--- src/rtl/uart_rx_frame_ctrl.sv ---
// rtl/uart_rx_frame_ctrl.sv - UART receive frame controller with majority sampling, parity, stop and break checks
//
// Purpose: oversampled UART receiver. Detects the start bit, recovers each bit
// by a 3-sample majority around mid-bit, deserialises 5..MAX_DW data bits,
// checks optional even/odd parity and 1 or 2 stop bits, and detects breaks.
//
// Ports:
//   CLK        oversampling clock
//   RST        synchronous active-high reset
//   RX_IN      asynchronous serial line, idle high
//   Prescale   oversampling ratio (8, 16 or 32)
//   DATA_LEN   data bits per frame, clamped to 5..MAX_DW
//   PAR_EN     parity bit present
//   PAR_TYP    0 even, 1 odd
//   STOP2      two stop bits
//   P_DATA     received word, LSB first bit, updated only with data_valid
//   data_valid one-cycle pulse, frame received correctly
//   par_err    one-cycle pulse, parity mismatch
//   stp_err    one-cycle pulse, stop bit low
//   brk_det    one-cycle pulse, break (whole frame low)
module uart_rx_frame_ctrl #(
    parameter int MAX_DW  = 9,
    parameter int PRESC_W = 6
) (
    input  logic               CLK,
    input  logic               RST,
    input  logic               RX_IN,
    input  logic [PRESC_W-1:0] Prescale,
    input  logic [3:0]         DATA_LEN,
    input  logic               PAR_EN,
    input  logic               PAR_TYP,
    input  logic               STOP2,
    output logic [MAX_DW-1:0]  P_DATA,
    output logic               data_valid,
    output logic               par_err,
    output logic               stp_err,
    output logic               brk_det
);

    typedef enum logic [2:0] {IDLE, START, DATA, PAR, STOP, BRK} state_t;

    state_t             state;
    logic               rx_meta;
    logic               rx_s;
    logic [PRESC_W-1:0] edge_cnt;
    logic [3:0]         bit_cnt;
    logic [PRESC_W-1:0] presc_l;
    logic [3:0]         dl_l;
    logic               par_en_l;
    logic               par_typ_l;
    logic               stop2_l;
    logic               s0;
    logic               s1;
    logic [MAX_DW-1:0]  shadow;
    logic               par_bit;
    logic               par_fail;
    logic               stop1_zero;
    logic               stop_idx;

    logic [PRESC_W-1:0] h;
    logic [PRESC_W-1:0] h_m1;
    logic [PRESC_W-1:0] h_p1;
    logic [PRESC_W-1:0] p_m1;
    logic               maj;
    logic               at_mid;
    logic               at_end;
    logic [3:0]         dl_clamped;
    logic               last_stop;
    logic               any_stop_zero;
    logic               all_stop_zero;
    logic               is_break;

    always_comb begin
        h      = presc_l >> 1;
        h_m1   = h - PRESC_W'(1);
        h_p1   = h + PRESC_W'(1);
        p_m1   = presc_l - PRESC_W'(1);
        // Two earlier samples are registered; the third is the live rx_s.
        maj    = (s0 & s1) | (s0 & rx_s) | (s1 & rx_s);
        at_mid = (edge_cnt == h_p1);
        at_end = (edge_cnt == p_m1);

        dl_clamped = DATA_LEN;
        if (DATA_LEN < 4'd5)
            dl_clamped = 4'd5;
        else if (DATA_LEN > 4'(MAX_DW))
            dl_clamped = 4'(MAX_DW);

        last_stop     = !stop2_l || stop_idx;
        any_stop_zero = !maj || (stop2_l && stop1_zero);
        all_stop_zero = !maj && (!stop2_l || stop1_zero);
        is_break      = (shadow == '0) && (!par_en_l || !par_bit) && all_stop_zero;
    end

    always_ff @(posedge CLK) begin
        if (RST) begin
            state      <= IDLE;
            rx_meta    <= 1'b1;
            rx_s       <= 1'b1;
            edge_cnt   <= '0;
            bit_cnt    <= '0;
            presc_l    <= '0;
            dl_l       <= 4'd5;
            par_en_l   <= 1'b0;
            par_typ_l  <= 1'b0;
            stop2_l    <= 1'b0;
            s0         <= 1'b1;
            s1         <= 1'b1;
            shadow     <= '0;
            par_bit    <= 1'b0;
            par_fail   <= 1'b0;
            stop1_zero <= 1'b0;
            stop_idx   <= 1'b0;
            P_DATA     <= '0;
            data_valid <= 1'b0;
            par_err    <= 1'b0;
            stp_err    <= 1'b0;
            brk_det    <= 1'b0;
        end else begin
            rx_meta    <= RX_IN;
            rx_s       <= rx_meta;
            data_valid <= 1'b0;
            par_err    <= 1'b0;
            stp_err    <= 1'b0;
            brk_det    <= 1'b0;

            if (edge_cnt == h_m1) s0 <= rx_s;
            if (edge_cnt == h)    s1 <= rx_s;

            // Edge counter free-runs per bit in the active states.
            if (state == START || state == DATA || state == PAR || state == STOP)
                edge_cnt <= at_end ? '0 : edge_cnt + PRESC_W'(1);

            case (state)
                IDLE: begin
                    edge_cnt <= '0;
                    bit_cnt  <= '0;
                    if (!rx_s) begin
                        presc_l    <= Prescale;
                        dl_l       <= dl_clamped;
                        par_en_l   <= PAR_EN;
                        par_typ_l  <= PAR_TYP;
                        stop2_l    <= STOP2;
                        shadow     <= '0;
                        par_bit    <= 1'b0;
                        par_fail   <= 1'b0;
                        stop1_zero <= 1'b0;
                        stop_idx   <= 1'b0;
                        state      <= START;
                    end
                end
                START: begin
                    if (at_mid && maj) begin
                        edge_cnt <= '0;
                        state    <= IDLE;
                    end else if (at_end) begin
                        bit_cnt <= '0;
                        state   <= DATA;
                    end
                end
                DATA: begin
                    if (at_mid) begin
                        for (int i = 0; i < MAX_DW; i++)
                            if (4'(i) == bit_cnt) shadow[i] <= maj;
                    end
                    if (at_end) begin
                        bit_cnt <= bit_cnt + 4'd1;
                        if (bit_cnt == dl_l - 4'd1)
                            state <= par_en_l ? PAR : STOP;
                    end
                end
                PAR: begin
                    if (at_mid) begin
                        par_bit  <= maj;
                        par_fail <= (((^shadow) ^ maj) != par_typ_l);
                    end
                    if (at_end) state <= STOP;
                end
                STOP: begin
                    if (at_mid && !last_stop) begin
                        stop1_zero <= !maj;
                    end else if (at_mid) begin
                        // Leave at mid-stop so the next falling edge is caught.
                        edge_cnt <= '0;
                        state    <= IDLE;
                        if (is_break) begin
                            brk_det <= 1'b1;
                            state   <= BRK;
                        end else if (any_stop_zero) begin
                            stp_err <= 1'b1;
                        end else if (par_fail) begin
                            par_err <= 1'b1;
                        end else begin
                            P_DATA     <= shadow;
                            data_valid <= 1'b1;
                        end
                    end
                    if (at_end && !last_stop) stop_idx <= 1'b1;
                end
                BRK: begin
                    edge_cnt <= '0;
                    if (rx_s) state <= IDLE;
                end
                default: state <= IDLE;
            endcase
        end
    end

endmodule
--- config.mk ---
export PLATFORM = sky130hd
export DESIGN_NAME = uart_rx_frame_ctrl
export DESIGN_NICKNAME = d
export VERILOG_FILES = /design/src/rtl/uart_rx_frame_ctrl.sv
export SDC_FILE = /design/constraint.sdc
export NUM_CORES = 1
export LEC_CHECK = 0
export CAP_MARGIN = 20
export CORE_MARGIN = 3
export CORE_UTILIZATION = 50
export CTS_CLUSTER_DIAMETER = 40
export DETAILED_ROUTE_END_ITERATION = 6
export PLACE_DENSITY = 0.67
export SYNTH_ARGS = -nofsm -noshare
export SYNTH_HDL_FRONTEND = slang
export SYNTH_SLANG_ARGS = --single-unit
--- constraint.sdc ---
create_clock -name CLK -period 5 [get_ports CLK]
set_clock_uncertainty 0.1 [all_clocks]
set_input_delay 1 -clock CLK [delete_from_list [all_inputs] [get_ports CLK]]
set_output_delay 1 -clock CLK [all_outputs]
set_load 0.1 [all_outputs]
-- Word level (Yosys, flattened, before mapping)
Cells that the tools add are included.
- memories: 0
- bits in registers: 56
- RAM bits: 0
- input port bits: 16
- latch bits: 0
- word-level logic and storage cells: 189
- output and inout port bits: 13
- memory bits (read-only): 0
- eq/ne operators: 42
- order comparisons: 2
- shifts and indexed selects: 0
- divide/modulo/power cells: 0
- add/sub/neg operators: 6
- reduce and logical (&&, ||, !) cells: 47
- multipliers: 0
- mux-type cells: 49
- bitwise operators: 13
- operator list (operator ; number):
    $reduce_and A4 Y1 ; 10
    $mux W3 ; 11
    $mux W6 ; 5
    $ne A2 B1 Y1 const B ; 12
    $mux W4 ; 5
    $ne A2 B2 Y1 const B ; 10
    $eq A6 B6 Y1 ; 3
    $mux W1 ; 18
    $mux W9 ; 2
    $pmux W3 S6 ; 1
    $pmux W6 S3 ; 1
    $pmux W9 S2 ; 1
    $eq A3 B4 Y1 const A ; 4
    $pmux W4 S3 ; 1
    $logic_not A9 Y1 ; 1
    $reduce_and A3 Y1 ; 3
    $reduce_xor A9 Y1 ; 1
    $eq A2 B4 Y1 const A ; 2
    $pmux W1 S2 ; 4
    $reduce_and A8 Y1 ; 1
    $logic_and A1 B1 Y1 ; 7
    $logic_or A1 B1 Y1 ; 7
    $not A1 Y1 ; 7
    $add A5 B1 Y6 const B ; 1
    other kinds (30) ; 41

-- Longest topological paths before layout
Gate-level depths: netlist (run 1).
- depth after elaboration: 10
- mapped depth: 11
- gate-level depth less buffers: 8

-- Worst setup path before layout (run 1)
No wires, ideal clock.
- path kind: flip-flop to flip-flop
- start point: register presc_l[2]
- end point: register state[0]
- data arrival time: 2.261 ns
- data required time: 4.828 ns
- cell stages (with the launch flop): 11
- slack: 2.568 ns
- cells stage by stage: dfxtp_1 > buf_2 > inv_1 > ha_1 > xnor2_1 > nand2b_4 > nor4b_4 > buf_4 > nand4_1 > a221oi_2 > mux2i_1
- cells in the longest elaborated chain, start to end: 5
- elaborated cells on any way between the ends: 14
- ends and longest elaborated chain (what ; line ; text):
    start: declaration ; 47 ; logic [PRESC_W-1:0] presc_l;
    start signal: assignment ; 139 ; presc_l <= Prescale;
    $add A5 B1 Y6 ; 76 ; h_p1 = h + PRESC_W'(1);
    $eq A6 B6 Y1 ; 80 ; at_mid = (edge_cnt == h_p1);
    $logic_and A1 B1 Y1 (on tied branches) ; 153, 180 ;
    $ne A3 B2 Y1 (no line), or another cell as far along ; -- ;
    $reduce_and A8 Y1 (no line) / $pmux W3 S6 (equally long branches) ; -- ;
    end signal: assignment ; 169 ; state <= par_en_l ? PAR : STOP;
    end: declaration ; 42 ; state_t state;
Parallel ways exist; a longest one is shown, timed or not.
A chain may end at the register's enable or synchronous reset.

-- Worst setup path after layout (run 1)
- start point: register presc_l[2]
- end point: register P_DATA[8]
- cells in the longest elaborated chain, start to end: 5
- ends and longest elaborated chain (what ; line ; text):
    $add A5 B1 Y6 (*) ; 76 ;
    $eq A6 B6 Y1 (*) ; 80 ;
    $logic_and A1 B1 Y1 ; 180 ; if (at_mid && !last_stop) begin
    $not A1 Y1 (no line) ; -- ;
    $reduce_and A6 Y1 (no line) (*) ; -- ;
    end signal: assignment ; 194 ; P_DATA <= shadow;
    end: declaration ; 33 ; output logic [MAX_DW-1:0] P_DATA,
Mark *: on every way between the ends. The rest lies on a longest branch, timed or not.

==> impl_metrics.yaml, run 1 <==
outcome:
  outcome: "complete, no violations"
die:
  rows: 29
  start_util_pct: 52.62
  fp.dieArea_um2: 7822
  die_w_um: 88.44
  die_h_um: 88.44
  io_pins: 29
  coreArea_um2: 6459
route:
  drt_iter0_drc: 158
  routed_wirelength_um: 7643
  dr_total_vias: 2780
  via_per_inst: 5.697
  wl_per_cell_um: 15.66
  drc: 0
  ant_nets: 0
  firstDrtPassIters: 5
clock_tree:
  cts_resized: 0
  clk_pin_slew_worst_paths_ns: 0.10
  cts.htree.levels: 2
  cts_buffers: 5
  postCtsSetupRepairBufs: 0
  cts_sinks: 56
  cts.path.max_buffers: 2
  holdBufCountCts: 0
  worstSkewPairLatency_ns: 0.32
  cts_tree: "built"
  cts-root-buf: "clkbuf_8"
power_and_ir_drop:
  p_per_area_nw_per_um2: 315.6
  peakVddDrop_mv: 0.1644
  p_leak_uw: 0.001408
  p_total_uw: 1191
critical_path:
  crit_path_top_delay_cell: "nand4_1"
  path_max_fanout: 11
  end_kind: "register"
  cp-start-kind: "register"
  worstSetupPathType: "register to register"
  crit_chain: "inv_1, ha_1, xnor2_1, nand2b_4, nor4b_4, nand4_1, mux2i_1, nor2_1"
  cp.required_ns: 5.11
  worstPathArrival_ns: 3.40
  cp-startpoint: "presc_l[2]$_SDFFE_PP0P_"
  reg2reg_from: "presc_l[2]$_SDFFE_PP0P_"
  critPathMaxStageDelay_ns: 0.71
finish:
  nets: 440
  drive_above_1_share_pct: 8.759
  nFillCells: 603
  finalCoreUtilization_pct: 58.45
  diodes: 0
  area_growth_pct: 11.08
global_route:
  grt-busiest-layer: "met2"
  grt_pass1_vias: 2693
  gr-usage-met3_pct: 3.073
  grt_util_met1_pct: 26.77
  grt_pass1_wl_um: 12810
  grtUsageTotal_pct: 20.71
  overflow: 0
  grt_use_met2_pct: 35.96
  grt_max_degree: 53
  antenna_found_initial: 0
sta:
  worst_pin_slew_ns: 0.9738
  finalHoldViolCount: 0
  setup_violations: 0
  period_needed_ns: 3.295
  fmax_mhz: 303.5
  slew_headroom_pct: 34.88
  setup_tns_ns: 0
  post-route-period-util_pct: 65.90
  slew_violations: 0
  finalHoldWorstSlack_ns: 0.3283
  rsz0062_at_grt: "no"
synthesis:
  yosysSeqAreaShare_pct: 32.99
  synth_top_family_by_area: "simple AND/OR/NAND/NOR gates"
  synth_fa_ha_area_share_pct: 5.560
  synth_xor_area_share_pct: 8.726
  synth_ff_type: "dfxtp_1"
  async_flop_share_pct: 0
  yosys.area_share.simple_pct: 24.52
  postSynthCellCount: 393
  netlist_area_um2: 3398
  syn_nets: 423
  synth_seq_cells: 56
  muxShareOfSynthArea_pct: 7.879
  ys_types: 68
  synth_enable_flop_cells: 0
  syn_area_per_cell_um2: 8.647
  yosys_warnings: 0
  synth_compound_area_share_pct: 14.95
placement:
  hpwl_um: 5587
  globalplace.congestion: 0.8669
  place.port_buffers: 28
hold_path:
  min_path_type: "register to register"
  worstHoldStart: "rx_meta$_SDFF_PP1_"
run:
  maxCapViolations: 0
-- power breakdown --
group,internal [uW],switching [uW],total (uW)
combinational,171,238,409
clock,100,155,255
sequential,469,57.9,527
total,740,451,1190
-- cells in the final DEF, fill, tap and decap left out, types with 3 or more instances in the layout --
master	n
xor2_1	9
and3_1	4
clkbuf_8	5
mux2i_1	23
inv_1	21
xnor2_1	23
nor2b_1	4
nand4_1	6
clkdlybuf4s50_1	28
nand2b_1	13
nor4b_1	3
a211oi_1	4
a41oi_1	4
and2_1	3
nor3_1	6
nor2_1	40
nand3_1	9
dfxtp_1	56
ha_1	14
a21oi_1	13
nand2_1	49
o21ai_0	10
o221ai_1	3
a31oi_1	7
nand3b_1	3
-- metal layers --
metal  vias to the layer above  wire length, um
met3                         9              183
met5                         -                0
met4                         0               90
met1                      1339             3613
met2                        36             3756
li1                       1396                -
-- worst max-delay path, delay by kind of cell, from the launching register on --
kind / cells / cell delay (ns)
AND/OR/NAND/NOR: 4 / 1.41
flip-flops: 1 / 0.54
multiplexers: 1 / 0.35
XOR/XNOR: 1 / 0.32
adder cells (fa/ha/maj): 1 / 0.30
buffers and inverters: 1 / 0.15
-- cells in the mapped netlist (2+ instances only) --
cell type   n  area (um2)
o221ai_1    3       26.28
mux2i_1    23       230.2
xnor2_1    23       201.4
nor2_1     40       150.1
o21ai_0    10       50.05
nand3b_1    3       22.52
nor3_2      2       20.02
o211ai_1    2       15.01
clkbuf_1   10       37.54
a31o_2      2       17.52
or2_2       2       12.51
nand4_1     6       37.54
nor3_1      6       30.03
inv_1      21       78.83
a211oi_1    4       30.03
or4_4       2       22.52
buf_4       4       30.03
nand2b_1   13       81.33
nor2b_1     4       25.02
buf_2       4       20.02
xor2_1      9       78.83
o41a_1      2       22.52
a31oi_1     7       43.79
a21oi_1    13       65.06
nor4b_1     3       26.28
dfxtp_1    56        1121
a41oi_1     4       35.03
and2_1      3       18.77
ha_1       14       175.2
nand3_1     9       45.04
nand2_1    49       183.9
and3_1      4       25.02
-- layout make-up --
| cell class | count | area, um2 | area share (%) |
|---|---|---|---|
| timing repair buffer | 30 | 295.3 | 7.822 |
| clock buffer | 6 | 72.57 | 1.922 |
| clock inverter | 2 | 16.27 | 0.4309 |
| multi-input combinational | 296 | 2095 | 55.49 |
| inverter | 21 | 78.83 | 2.088 |
| sequential | 56 | 1121 | 29.70 |
| tap | 77 | 96.34 | 2.552 |
-- registers in the layout, summed over array words and instances, names as in the netlist, 3 cells and up --
signal    cells
state         3
dl_l          4
shadow        9
bit_cnt       4
presc_l       6
P_DATA        9
edge_cnt      6
-- per-stage QoR --
step                      setup slack [ns]  cell area, um2  instances
after floorplan                      2.568            3398        393
after global placement               1.853            3686        480
after detailed placement             1.702            3686        480
after CTS                            1.691            3775        488
after global routing                 1.361            3775        488
final                                1.705            3775        488
-- worst paths after layout --
kind | to | slack [ns] | cells after the start
worst max-delay path | P_DATA[8]$_SDFFE_PP0P_ | 1.70 | 8
worst min-delay path | rx_s$_SDFF_PP1_ | 0.33 | 1
worst max register to register | P_DATA[8]$_SDFFE_PP0P_ | 1.70 | 8
worst min register to register | rx_s$_SDFF_PP1_ | 0.33 | 1
-- cell families after synthesis --
group	Yosys count
flip-flops	56
XOR/XNOR	33
multiplexers	26
adder cells (fa/ha/maj)	15
AND/OR/NAND/NOR	157
AO/OA/AOI/OAI	65
buffers and inverters	41
No activity file was read; power rests on OpenSTA's default activity.
==> run 2, diff against run 1 <==
Clock period 5 ns to 3.1 ns, I/O delays scaled along.
==> run 2 against run 1 <==
Critical path depth grew 1. Critical endpoint is now state[0]$_SDFFE_PP0P_. First-iteration DRC count shrank 14%. Clock power grew 63%. Non-clock buffer count grew 4. Critical path type unchanged. Maximum frequency grew 21%.
==> impl_metrics.yaml, run 2 (synthesized netlist as in run 1, its figures left out) <==
outcome:
  outcome: "complete, no violations"
clock_tree:
  cts.path.max_buffers: 2
  postCtsSetupRepairBufs: 0
  holdBufCountCts: 0
  cts_sinks: 56
  cts_buffers: 5
  cts_resized: 0
  cts.htree.levels: 2
  cts-root-buf: "clkbuf_8"
  clk_pin_slew_worst_paths_ns: 0.10
  worstSkewPairLatency_ns: 0.32
  cts_tree: "built"
sta:
  fmax_mhz: 368.4
  post-route-period-util_pct: 87.57
  setup_violations: 0
  worst_pin_slew_ns: 0.7478
  period_needed_ns: 2.715
  slew_violations: 0
  rsz0062_at_grt: "no"
  finalHoldViolCount: 0
  slew_headroom_pct: 50.01
  setup_tns_ns: 0
global_route:
  antenna_found_initial: 0
  grt_pass1_wl_um: 12840
  grt_pass1_vias: 2731
  grt_max_degree: 29
  overflow: 0
  grtUsageTotal_pct: 20.79
critical_path:
  path_max_fanout: 10
  worstSetupPathType: "register to register"
  worstPathArrival_ns: 2.86
  cp-start-kind: "register"
  reg2reg_from: "presc_l[2]$_SDFFE_PP0P_"
  timing.rr.end: "state[0]$_SDFFE_PP0P_"
  cp.required_ns: 3.25
  end_kind: "register"
  reg2reg_depth: 9
  reg2reg_slack_ns: 0.39
die:
  start_util_pct: 52.62
  rows: 29
  die_w_um: 88.44
  coreArea_um2: 6459
  fp.dieArea_um2: 7822
  die_h_um: 88.44
  io_pins: 29
power_and_ir_drop:
  seqPwrFrac_pct: 43.7
  p_sw_uw: 732.1
  p_comb_share_pct: 34.9
  p_leak_uw: 0.001454
  p_per_area_nw_per_um2: 513.6
  peakVddDrop_mv: 0.2578
  switching_share_pct: 37.79
  power.internal_uw: 1205
  pwr-share-clk_pct: 21.5
  p_total_uw: 1937
finish:
  top_regs: "P_DATA: 9 flops, shadow: 9 flops"
  layout_common_cells: "dfxtp_1 (56), nand2_1 (49), nor2_1 (40)"
  nets: 444
  diodes: 0
  drive_above_1_share_pct: 12.77
  layout_commonest_cell: "dfxtp_1"
  nFillCells: 610
  area_growth_pct: 11.01
placement:
  hpwl_um: 5743
  globalplace.congestion: 0.8810
  place.port_buffers: 28
route:
  firstDrtPassIters: 4
  wl_per_cell_um: 15.63
  drt_iter0_drc: 136
  drc: 0
  ant_nets: 0
  dr_total_vias: 2825
  via_per_inst: 5.742
  routed_wirelength_um: 7689
hold_path:
  hold_depth: 1
  holdPathEnd: "rx_s$_SDFF_PP1_"
  worstHoldStart: "rx_meta$_SDFF_PP1_"
  min_path_type: "register to register"
run:
  maxCapViolations: 0
==> run 2: layout make-up <==
type	count	area, um2	area share [%]
Multi-Input combinational cell	296	2095	55.52
Sequential cell	56	1121	29.72
Timing Repair Buffer	34	292.8	7.761
Tap cell	77	96.34	2.554
Inverter	21	78.83	2.090
Clock buffer	6	72.57	1.924
Clock inverter	2	16.27	0.4312
==> run 2: worst max path at each step <==
stage,startpoint,endpoint,cells after the start
after global routing,presc_l[2]$_SDFFE_PP0P_,state[0]$_SDFFE_PP0P_,9
final,presc_l[2]$_SDFFE_PP0P_,state[0]$_SDFFE_PP0P_,9
after detailed placement,presc_l[2]$_SDFFE_PP0P_,edge_cnt[0]$_SDFF_PP0_,9
after global placement,presc_l[2]$_SDFFE_PP0P_,edge_cnt[2]$_SDFF_PP0_,9
after CTS,presc_l[2]$_SDFFE_PP0P_,state[0]$_SDFFE_PP0P_,9
after floorplan,presc_l[2]$_SDFFE_PP0P_,state[0]$_SDFFE_PP0P_,10
==> run 2: metrics by stage <==
stage | hold slack, ns | std cells | setup slack (ns) | cell area, um2 | utilization, %
6_report | 0.3196 | 492 | 0.3853 | 3772 | 58.41
3_5_place_dp | 0.3008 | 484 | 0.4052 | 3684 | 57.03
3_3_place_gp | 0.2976 | 484 | 0.5096 | 3684 | 57.03
2_1_floorplan | 0.2895 | 393 | 0.6676 | 3398 | -
4_1_cts | 0.3254 | 492 | 0.3889 | 3772 | 58.41
5_1_grt | 0.3588 | 492 | 0.1687 | 3772 | 58.41
==> run 2: routing by layer <==
layer / vias up / routed length (um) / global-route usage (%)
li1: 1413 / - / -
met1: 1358 / 3531 / 26.07
met2: 43 / 3817 / 36.71
met3: 11 / 253 / 2.980
met4: 0 / 87 / 6.593
met5: - / 0 / 0
==> run 2: power groups by stage <==
stage / Combinational (uW) / Clock, uW / Sequential, uW
3_3_place_gp: 660 / 0 / 860
4_1_cts: 673 / 423 / 844
6_report: 675 / 416 / 846
5_1_grt: 743 / 452 / 855
3_5_place_dp: 672 / 0 / 861
2_1_floorplan: 577 / 0 / 807
==> run 2: worst max-delay path, stage by stage (launching register included) <==
cell,delay [ns]
dfxtp_1,0.53
inv_1,0.14
ha_1,0.30
xnor2_1,0.31
nand2b_4,0.08
nor4b_4,0.28
buf_4,0.21
nand4_1,0.18
a221oi_2,0.30
mux2i_1,0.20
==> run 3, diff against run 2 <==
Settings changed: DONT_BUFFER_PORTS set to 1, PLACE_DENSITY 0.67 to 0.62.
==> run 3 against run 2 <==
Design area down 6.5%. Sequential power down 2%. Via count down 4.4%.
==> impl_metrics.yaml, run 3 (synthesized netlist as in run 1, its figures left out) <==
critical_path:
  reg2reg_slack_ns: 0.33
  end_kind: "register"
  worstPathArrival_ns: 2.92
  cp.required_ns: 3.25
  cp-start-kind: "register"
  path_max_fanout: 11
  worstSetupPathType: "register to register"
power_and_ir_drop:
  p_leak_uw: 0.001321
  p_per_area_nw_per_um2: 540.7
  peakVddDrop_mv: 0.2322
placement:
  preCtsSetupSlack_ns: 0.3685
  hpwl_um: 5400
  globalplace.congestion: 0.8987
  place.port_buffers: 0
sta:
  worst_pin_slew_ns: 0.9778
  setup_ws_ns: 0.3296
  rsz0062_at_grt: "no"
  finalHoldWorstSlack_ns: 0.2590
  post-route-period-util_pct: 89.37
  period_needed_ns: 2.770
  setup_violations: 0
  slew_violations: 0
  finalHoldViolCount: 0
  slew_headroom_pct: 34.73
  setup_tns_ns: 0
  fmax_mhz: 361.0
die:
  io_pins: 29
  fp.dieArea_um2: 7822
  coreArea_um2: 6459
  die_h_um: 88.44
  start_util_pct: 52.62
  rows: 29
  die_w_um: 88.44
run:
  maxCapViolations: 0
finish:
  nets: 415
  diodes: 0
  area_growth_pct: 3.755
  layout_commonest_cell: "dfxtp_1"
  layout_common_cells: "dfxtp_1 (56), nand2_1 (49), nor2_1 (40)"
  drive_above_1_share_pct: 10.10
  top_regs: "P_DATA: 9 flops, shadow: 9 flops"
route:
  wl_per_cell_um: 16.02
  routed_wirelength_um: 7415
  ant_nets: 0
  dr_total_vias: 2702
  via_per_inst: 5.836
  firstDrtPassIters: 4
  drc: 0
  drt_iter0_drc: 149
global_route:
  overflow: 0
  grt_max_degree: 53
  grtUsageTotal_pct: 19.69
  grt_pass1_vias: 2399
  antenna_found_initial: 0
  grt_pass1_wl_um: 12030
hold_path:
  min_path_type: "primary input to register"
clock_tree:
  cts.htree.levels: 2
  cts_buffers: 5
  worstSkewPairLatency_ns: 0.31
  cts-root-buf: "clkbuf_8"
  clk_pin_slew_worst_paths_ns: 0.10
  cts.path.max_buffers: 2
  cts_tree: "built"
  cts_resized: 0
  postCtsSetupRepairBufs: 0
  holdBufCountCts: 0
  cts_sinks: 56
outcome:
  outcome: "complete, no violations"
[run 3: cell types whose count changed in the layout (fill, tap and decap cells not counted), sizes merged]
cell,previous run,this run
buf,19,5
clkdlybuf4s50,15,0
[run 3: final timing paths]
kind,start,endpoint,depth (start not counted)
worst max-delay path,presc_l[2]$_SDFFE_PP0P_,stp_err$_SDFF_PP0_,9
worst min-delay path,RST,P_DATA[6]$_SDFFE_PP0P_,1
worst max register to register,presc_l[2]$_SDFFE_PP0P_,stp_err$_SDFF_PP0_,9
worst min register to register,rx_meta$_SDFF_PP1_,rx_s$_SDFF_PP1_,1
[run 3: critical path: stages (launching register included)]
cell and delay [ns]:
dfxtp_1 0.52, inv_1 0.13, ha_1 0.30, xnor2_1 0.30, nand2b_4 0.09, nor4b_4 0.26
buf_4 0.21, nand3_1 0.09, or4_4 0.52, nor3b_2 0.18
[run 3: metrics by stage]
step	cell area [um2]	util (%)	total power, uW	instances
after floorplan	3398	-	1384	393
final	3526	54.59	1906	463
after detailed placement	3437	53.22	1516	455
after CTS	3526	54.59	1922	463
after global routing	3526	54.59	2018	463
after global placement	3437	53.22	1510	455
[run 3: cell type report]
| cell class | instances | area [um2] |
|---|---|---|
| Clock buffer | 6 | 72.57 |
| Multi-Input combinational cell | 296 | 2103 |
| Timing Repair Buffer | 5 | 37.54 |
| Inverter | 21 | 78.83 |
| Tap cell | 77 | 96.34 |
| Sequential cell | 56 | 1121 |
| Fill cell | 637 | 2933 |
| Clock inverter | 2 | 16.27 |
[run 3: where the power goes]
part	total, uW	switching, uW	internal (uW)	leakage, uW
sequential	832	76.1	756	0.000453
combinational	670	393	277	0.000827
clock	403	242	161	0.0000414
total	1910	711	1200	0.00132
[run 3: routing by layer]
metal	part of all wire, %	GRT usage, %	vias to the layer above	wire length (um)
met5	0	0	-	0
met4	0.85	3.984	0	63
met3	4.5	3.631	10	337
met2	49	32.83	57	3633
met1	46	26.77	1285	3381
li1	-	-	1350	-
